--- src/rtl/param_deserializer_pkg.sv ---
`default_nettype none
// ============================================================================
// Module      : param_deserializer_pkg
// Description : Shared types and constants for the serial-to-parallel
//               deserializer: FSM state encoding, legal frame-width range
//               and bit-counter width.
// Revision    : 1.0 - initial release
// ============================================================================
package param_deserializer_pkg;

   // Legal frame data width range
   localparam int DATA_WIDTH_MIN = 5;
   localparam int DATA_WIDTH_MAX = 9;

   // Width of the accepted-bit counter (holds 0..DATA_WIDTH_MAX)
   localparam int CNT_WIDTH = 4;

   typedef enum logic [1:0] {
      ST_IDLE  = 2'd0,
      ST_SHIFT = 2'd1,
      ST_FULL  = 2'd2
   } deser_state_t;

endpackage : param_deserializer_pkg
`default_nettype wire

--- src/rtl/deser_bit_cnt.sv ---
`default_nettype none
// ============================================================================
// Module      : deser_bit_cnt
// Description : Counts data bits accepted in the current frame. Saturates at
//               DATA_WIDTH; a synchronous clear has priority over increment.
// Ports       : clk    - clock
//               rst_n  - asynchronous active-low reset
//               i_clr  - clear the count at the next edge
//               i_inc  - increment the count (saturating)
//               o_cnt  - current count
// Revision    : 1.0 - initial release
// ============================================================================
module deser_bit_cnt
   import param_deserializer_pkg::*;
#(
   parameter int DATA_WIDTH = 8
) (
   input  logic                 clk,
   input  logic                 rst_n,
   input  logic                 i_clr,
   input  logic                 i_inc,
   output logic [CNT_WIDTH-1:0] o_cnt
);

   localparam logic [CNT_WIDTH-1:0] c_MAX = CNT_WIDTH'(DATA_WIDTH);

   logic [CNT_WIDTH-1:0] r_cnt;

   always_ff @(posedge clk or negedge rst_n) begin
      if (!rst_n) begin
         r_cnt <= '0;
      end else if (i_clr) begin
         r_cnt <= '0;
      end else if (i_inc && (r_cnt < c_MAX)) begin
         r_cnt <= r_cnt + 1'b1;
      end
   end

   assign o_cnt = r_cnt;

endmodule : deser_bit_cnt
`default_nettype wire

--- src/rtl/param_deserializer.sv ---
`default_nettype none
// ============================================================================
// Module      : param_deserializer
// Description : Serial-to-parallel frame deserializer. Accepts one bit per
//               strobe while deser_en is high, publishes the completed word
//               on P_DAta with a one-cycle data_valid pulse, and flags a
//               sticky overrun for strobes arriving once the word is full.
// Ports       : CLK           - clock, rising edge
//               RST           - asynchronous active-low reset
//               sampled_bit   - serial data bit
//               deser_New_bit - one-cycle strobe, sampled_bit valid
//               deser_en      - frame data phase active
//               clr_ovr       - clear sticky overrun
//               P_DAta        - last completed word (registered)
//               data_valid    - one-cycle pulse when P_DAta updates
//               bit_cnt       - bits accepted in the current frame
//               overrun       - sticky overrun flag
// Revision    : 1.0 - initial release
// ============================================================================
module param_deserializer
   import param_deserializer_pkg::*;
#(
   parameter int DATA_WIDTH = 8,
   parameter int LSB_FIRST  = 1
) (
   input  logic                  CLK,
   input  logic                  RST,
   input  logic                  sampled_bit,
   input  logic                  deser_New_bit,
   input  logic                  deser_en,
   input  logic                  clr_ovr,
   output logic [DATA_WIDTH-1:0] P_DAta,
   output logic                  data_valid,
   output logic [CNT_WIDTH-1:0]  bit_cnt,
   output logic                  overrun
);

   generate
      if ((DATA_WIDTH < DATA_WIDTH_MIN) || (DATA_WIDTH > DATA_WIDTH_MAX)) begin : g_width_bad
         $error("param_deserializer: DATA_WIDTH %0d outside legal range %0d..%0d",
                DATA_WIDTH, DATA_WIDTH_MIN, DATA_WIDTH_MAX);
      end
   endgenerate

   // Count value at which the next accepted bit completes the word
   localparam logic [CNT_WIDTH-1:0] c_LAST = CNT_WIDTH'(DATA_WIDTH - 1);

   deser_state_t            r_state;
   logic [DATA_WIDTH-1:0]   r_sr;
   logic [DATA_WIDTH-1:0]   r_data;
   logic                    r_valid;
   logic                    r_ovr;

   logic [DATA_WIDTH-1:0]   w_sr_next;
   logic [CNT_WIDTH-1:0]    w_cnt;
   logic                    w_accept;
   logic                    w_last;

   generate
      if (LSB_FIRST != 0) begin : g_lsb_first
         assign w_sr_next = {sampled_bit, r_sr[DATA_WIDTH-1:1]};
      end else begin : g_msb_first
         assign w_sr_next = {r_sr[DATA_WIDTH-2:0], sampled_bit};
      end
   endgenerate

   // A strobe is taken in IDLE too, so the first bit may coincide with
   // the rising edge of deser_en.
   assign w_accept = deser_en && deser_New_bit && (r_state != ST_FULL);
   assign w_last   = (w_cnt == c_LAST);

   deser_bit_cnt #(
      .DATA_WIDTH (DATA_WIDTH)
   ) u_bit_cnt (
      .clk   (CLK),
      .rst_n (RST),
      .i_clr (!deser_en),
      .i_inc (w_accept),
      .o_cnt (w_cnt)
   );

   always_ff @(posedge CLK or negedge RST) begin
      if (!RST) begin
         r_state <= ST_IDLE;
         r_sr    <= '0;
         r_data  <= '0;
         r_valid <= 1'b0;
         r_ovr   <= 1'b0;
      end else begin
         r_valid <= 1'b0;

         // Clear first so a same-cycle set below wins
         if (clr_ovr) begin
            r_ovr <= 1'b0;
         end

         if (!deser_en) begin
            // Abandon any partial word without publishing it
            r_state <= ST_IDLE;
            r_sr    <= '0;
         end else begin
            case (r_state)
               ST_IDLE, ST_SHIFT: begin
                  r_state <= ST_SHIFT;
                  if (deser_New_bit) begin
                     r_sr <= w_sr_next;
                     if (w_last) begin
                        r_data  <= w_sr_next;
                        r_valid <= 1'b1;
                        r_state <= ST_FULL;
                     end
                  end
               end
               ST_FULL: begin
                  if (deser_New_bit) begin
                     r_ovr <= 1'b1;
                  end
               end
               default: begin
                  r_state <= ST_IDLE;
               end
            endcase
         end
      end
   end

   assign P_DAta     = r_data;
   assign data_valid = r_valid;
   assign bit_cnt    = w_cnt;
   assign overrun    = r_ovr;

endmodule : param_deserializer
`default_nettype wire

--- config.mk ---
export PLATFORM = sky130hd
export DESIGN_NAME = param_deserializer
export DESIGN_NICKNAME = d
export VERILOG_FILES = /design/src/rtl/param_deserializer_pkg.sv /design/src/rtl/deser_bit_cnt.sv /design/src/rtl/param_deserializer.sv
export SDC_FILE = /design/constraint.sdc
export NUM_CORES = 1
export LEC_CHECK = 0
export CAP_MARGIN = 25
export CORE_MARGIN = 2
export CORE_UTILIZATION = 26
export CTS_CLUSTER_SIZE = 25
export DETAILED_ROUTE_END_ITERATION = 10
export GPL_TIMING_DRIVEN = 0
export PLACE_DENSITY_LB_ADDON = 0.2
export SYNTH_ARGS = -nofsm -noshare
export SYNTH_HDL_FRONTEND = slang
export SYNTH_HIERARCHICAL = 1
export SYNTH_SLANG_ARGS = --single-unit
--- constraint.sdc ---
create_clock -name CLK -period 3.45 [get_ports CLK]
set_input_delay 0.69 -clock CLK [delete_from_list [all_inputs] [get_ports CLK]]
set_output_delay 0.69 -clock CLK [all_outputs]
set_load 0.05 [all_outputs]
==> flow_summary.toml, run 1 <==
[layout]
area_growth_pct = 32.3
drive_gt1_share_pct = 16.5
fin_nets = 111
mostFrequentLayoutCells = "dfrtp_1 (23), clkdlybuf4s50_1 (19), nand2_1 (15)"
final_common_cell = "dfrtp_1"
n_antenna_cell = 0
num-fill-cells = 317

[placed_design]
portBuffers = 19
hpwlAfterDp_mm = 1.22
gp_congestion = 0.640

[power]
intPower_uw = 332
p_per_area_mw_per_mm2 = 351
ir_drop_v = 0.000126
combPwrFrac_pct = 8.9
p_clk_share_pct = 27.8
swShare_pct = 23.9
switchingPower_uw = 104
p_leak_nw = 0.551
seqPwrFrac_pct = 63.3

[route]
drt_iter0_markers = 20
vias = 629
drc_errors = 0
viasPerCell = 4.22
drt_wl_total_mm = 1.65
first_pass_iters = 4
drtAntennaViolNets = 0
drt-wirelength-per-cell_um = 11.1

[hold_path]
hold_end = "P_DAta[0]"
worstHoldStart = "P_DAta[0]"
hold_path_depth = 1
hp-class = "reg -> reg"

[timing]
relSlewSlack_pct = 66.3
grt_setup_unrepaired = "no"
whs_ns = 0.520
finalSetupViolations = 0
finalSetupTns_ns = 0
period_needed_ns = 2.28
drv_slew = 0
worst_slew_pin_slew_ns = 0.504
fin_skew_ns = 0.000690
hold_violations = 0
fmax_mhz = 438
period_share_pct = 66.2

[grt]
grt_max_degree = 17
antenna_found_initial = 0
grt_use_total_pct = 10.2
grt_pass1_wl_mm = 3.25
grt_remaining_overflow = 0
grt_pass1_vias = 682

[floorplanning]
die_y_um = 64.0
dieArea_mm2 = 0.00410
fp-row-count = 21
core_area_mm2 = 0.00339
die_w_um = 64.0
start_util_pct = 27.6
design.portCount = 20

[synth]
netlist_area_um2 = 937
yosys_register_bits = 23
ys.warnings.count = 6
synth.top_cells.by_area = "dfrtp_1 (61%), mux2_2 (9.6%), nand2_1 (6.0%), a21oi_1 (3.7%), nor2_1 (2.0%)"
syn_inst = 79
synth-main-ff-cell = "dfrtp_1"
synth_top_area_share_pct = 61.4
ys_types = 24
synth_nets = 86
synth.avg_cell_area_um2 = 11.9
yosys.area.top_type = "dfrtp_1"
ys_seq_area_share_pct = 61.4
synth_edf_count = 0
async_flop_share_pct = 100

[critical_path]
setup.worst_path.class = "reg -> out"
crit_fanout = 6
rrSetupSlack_ns = 1.82
r2r-start = "u_bit_cnt/o_cnt[3]"
crit_buf_inv = 1
crit_path_end_kind = "primary output"
startpoint_type = "flip-flop"
critical_path.cell_chain = "clkdlybuf4s50_1"
regToRegEndpoint = "P_DAta[7]"
critPathTopFamily = "buffers and inverters"
critPathRequiredTime_ns = 2.76
crit_slowest_cell = "clkdlybuf4s50_1"
cp_data_arrival_time_ns = 1.59
cpPeakStageDelay_ns = 0.84
rr_worst_depth = 3

[clocking]
cts_buffer_depth = 2
root_buffer = "clkbuf_4"
cts_tree = "built"
clock_latency_ns = 0.30
cts-hold-fix-buffers = 0
cts_resized = 0
post_cts_buffers = 0
cts.sinks = 23
htreeDepth = 1
numCtsBuffers = 3
clk_pin_slew_ns = 0.12

[status]
status = "finished, final reports clean"

[job]
max-cap-violations = 0
==> power groups by stage <==
| stage | Clock (mW) | Combinational, mW | Sequential (mW) |
|---|---|---|---|
| 2_1_floorplan | 0 | 0.0116 | 0.286 |
| 3_3_place_gp | 0 | 0.0353 | 0.281 |
| 3_5_place_dp | 0 | 0.0396 | 0.281 |
| 4_1_cts | 0.130 | 0.0398 | 0.276 |
| 5_1_grt | 0.142 | 0.0436 | 0.277 |
| 6_report | 0.121 | 0.0387 | 0.276 |
==> cells by family (layout without fill, tap and decap cells) <==
kind of cell | count (synthesis) | after routing | share of synthesized area, %
AND/OR/NAND/NOR | 31 | 31 | 17.5
flip-flops | 23 | 23 | 61.4
AO/OA/AOI/OAI | 11 | 11 | 6.94
multiplexers | 9 | 9 | 10.7
buffers and inverters | 3 | 27 | 1.20
adder cells (fa/ha/maj) | 1 | 1 | 1.33
XOR/XNOR | 1 | 1 | 0.935
==> area by class of cell <==
| cell class | instances | area (um^2) | area share (%) |
|---|---|---|---|
| multi-input cells | 53 | 350 | 28.3 |
| clock buffers | 3 | 22.5 | 1.82 |
| flip-flops and latches | 23 | 576 | 46.4 |
| inverters | 3 | 11.3 | 0.908 |
| clock inverters | 1 | 5.00 | 0.404 |
| well taps | 46 | 57.6 | 4.64 |
| repair buffers | 20 | 218 | 17.6 |
==> cells in the mapped netlist (2+ instances only) <==
library cell / n
inv_1: 2
dfrtp_1: 23
nor2b_1: 2
nand2_1: 15
mux2_2: 8
nor2_1: 5
a21oi_1: 7
==> registers in the layout, indices dropped and copies added (netlist names) <==
| register | cells |
|---|---|
| r_sr | 7 |
| r_state | 2 |
| data_valid | 1 |
| u_bit_cnt/o_cnt | 4 |
| overrun | 1 |
| P_DAta | 8 |
==> worst max path at each step <==
stage                                   from          to  slack, ns  cells after the start
after floorplan           u_bit_cnt/o_cnt[0]   P_DAta[7]       1.71                      3
after global placement         deser_New_bit   P_DAta[6]       1.13                      4
after detailed placement       deser_New_bit   P_DAta[7]       1.08                      4
after CTS                 u_bit_cnt/o_cnt[0]  bit_cnt[0]       1.14                      1
after global routing      u_bit_cnt/o_cnt[0]  bit_cnt[0]       1.08                      1
final                     u_bit_cnt/o_cnt[0]  bit_cnt[0]       1.17                      1
==> routing by layer <==
layer  global-route usage, %  up-vias  share of wire, %
met5                       0        -                 0
met4                    4.89        0              0.91
met3                    2.46        2               4.0
met2                    15.9       11                47
met1                    13.2      301                48
li1                        -      315                 -
==> stage by stage <==
step / setup slack, ns / total power [mW] / std cells / cell area, um^2 / util (%)
5_1_grt: 1.08 / 0.462 / 149 / 1240 / 36.6
2_1_floorplan: 1.71 / 0.298 / 79 / 937 / -
3_3_place_gp: 1.13 / 0.316 / 144 / 1180 / 35.0
4_1_cts: 1.14 / 0.445 / 149 / 1240 / 36.6
6_report: 1.17 / 0.436 / 149 / 1240 / 36.6
3_5_place_dp: 1.08 / 0.321 / 145 / 1210 / 35.8
Note: power is estimated with default switching activity, not from simulation.
==> run 2: changes to the inputs <==
==> constraint.sdc (replaced) <==
create_clock -name CLK -period 2.3 [get_ports CLK]
set_input_delay 0.46 -clock CLK [delete_from_list [all_inputs] [get_ports CLK]]
set_output_delay 0.46 -clock CLK [all_outputs]
set_load 0.05 [all_outputs]
==> results of run 2 <==
Same layout as run 1 (identical final DEF). Status: finished, final reports clean.
Main changes from that run: setup slack after placement 1.08 ns -> 0.165 ns; setup slack after layout 1.17 ns -> 0.246 ns; hold slack 0.520 ns -> 0.461 ns; register-to-register setup slack 1.82 ns -> 0.67 ns; total power 0.436 mW -> 0.654 mW; worst IR drop on VDD 0.000126 V -> 0.000189 V
==> run 3: changes to the inputs <==
--- a/config.mk
+++ b/config.mk
@@ -10,7 +10,6 @@
 export CORE_UTILIZATION = 26
 export CTS_CLUSTER_SIZE = 25
 export DETAILED_ROUTE_END_ITERATION = 10
-export GPL_TIMING_DRIVEN = 0
 export PLACE_DENSITY_LB_ADDON = 0.2
 export SYNTH_ARGS = -nofsm -noshare
 export SYNTH_HDL_FRONTEND = slang
==> run 3 against run 2 <==
Compared with the run above:
- global-route usage shrank 0.55 points
- total power shrank 1.5%
- first-iteration DRC count shrank 45%
- count of clock-buffer cells in the layout grew 1
- sequential power is essentially flat
- critical path type unchanged
- largest power group unchanged
==> flow_summary.toml, run 3 (synthesized netlist as in run 1, its figures left out) <==
[clocking]
root_buffer = "clkbuf_4"
cts-hold-fix-buffers = 0
numCtsBuffers = 3
cts.sinks = 23
cts_tree = "built"
cts_resized = 0
clock_latency_ns = 0.30
clk_pin_slew_ns = 0.12
post_cts_buffers = 0
cts_buffer_depth = 2
htreeDepth = 1

[placed_design]
hpwlAfterDp_mm = 1.16
portBuffers = 19
gp_congestion = 0.678

[layout]
num-fill-cells = 341
final_common_cell = "dfrtp_1"
drive_gt1_share_pct = 16.3
fin_nets = 112
largest_register_ffs = 8
multi_input_area_um2 = 350
n_antenna_cell = 0
seqCellArea_um2 = 576
area_growth_pct = 30.8
mostFrequentLayoutCells = "dfrtp_1 (23), clkdlybuf4s50_1 (19), nand2_1 (15)"

[grt]
grt_remaining_overflow = 0
grt_pass1_wl_mm = 3.06
grt_use_total_pct = 9.63
grt_pass1_vias = 685
grt_max_degree = 24
antenna_found_initial = 0

[timing]
finalSetupTns_ns = 0
grt_setup_unrepaired = "no"
finalSetupViolations = 0
worst_slew_pin_slew_ns = 0.504
period_share_pct = 88.6
hold_violations = 0
fmax_mhz = 491
drv_slew = 0
fin_skew_ns = 0.00294
relSlewSlack_pct = 66.3
period_needed_ns = 2.04

[hold_path]
hp-class = "in -> async"

[floorplanning]
start_util_pct = 27.6
dieArea_mm2 = 0.00410
die_w_um = 64.0
die_y_um = 64.0
fp-row-count = 21
core_area_mm2 = 0.00339
design.portCount = 20

[power]
seqPwrFrac_pct = 64.3
p_total_uw = 644
intPower_uw = 496
ir_drop_v = 0.000188
p_clk_share_pct = 27.5
swShare_pct = 22.9
switchingPower_uw = 148
p_leak_nw = 0.546
combPwrFrac_pct = 8.2
p_per_area_mw_per_mm2 = 525

[critical_path]
cpPeakStageDelay_ns = 0.83
setup.worst_path.class = "reg -> out"
crit_slowest_cell = "clkdlybuf4s50_1"
crit_fanout = 6
startpoint_type = "flip-flop"
critical_path.cell_chain = "clkdlybuf4s50_1"
crit_path_end_kind = "primary output"
critPathRequiredTime_ns = 1.84
critPathTopFamily = "buffers and inverters"
cp_data_arrival_time_ns = 1.58
rr_worst_depth = 4
cp.depth = 1
crit_buf_inv = 1

[route]
viasPerCell = 4.19
drt-wirelength-per-cell_um = 10.7
drt_wl_total_mm = 1.61
vias = 628
drt_iter0_markers = 11
drc_errors = 0
first_pass_iters = 3
drtAntennaViolNets = 0

[job]
max-cap-violations = 0

[status]
status = "finished, final reports clean"
==> run 3: worst paths after layout <==
check | to | slack (ns) | from
setup / recovery | bit_cnt[0] | 0.26 | u_bit_cnt/o_cnt[0]
hold / removal | r_sr[1] | 0.50 | RST
setup reg to reg | P_DAta[4] | 0.81 | u_bit_cnt/o_cnt[3]
hold reg to reg | P_DAta[2] | 0.52 | P_DAta[2]
max in group asynchronous | P_DAta[4] | 1.58 | RST
min in group CLK | P_DAta[2] | 0.52 | P_DAta[2]
==> run 3: cell type report <==
class                      count  area share (%)
sequential                    23            46.9
clock buffer                   4            2.14
timing repair buffer          21            16.7
tap                           46            4.69
multi-input combinational     53            28.6
inverter                       3           0.918
==> run 3: layer usage <==
metal / up-vias / wire length (um) / track usage, %
li1: 315 / - / -
met1: 300 / 769 / 11.4
met2: 11 / 759 / 16.1
met3: 2 / 67 / 2.29
met4: 0 / 13 / 4.89
met5: - / 0 / 0
==> run 3: stage by stage <==
stage	cell area [um^2]	worst slack [ns]	util, %	hold WS, ns	std cells
2_1_floorplan	937	0.558	-	0.164	79
3_3_place_gp	1200	0.377	35.4	0.491	146
3_5_place_dp	1200	0.350	35.4	0.498	146
4_1_cts	1230	0.223	36.2	0.492	150
5_1_grt	1230	0.185	36.2	0.506	150
6_report	1230	0.263	36.2	0.496	150
==> run 3: power groups by stage <==
stage                     Sequential (mW)  Clock (mW)  Combinational [mW]
after floorplan                     0.429           0              0.0174
after global placement              0.422           0              0.0542
after detailed placement            0.422           0              0.0546
after CTS                           0.414       0.192              0.0548
after global routing                0.415       0.203              0.0596
final                               0.414       0.177              0.0529
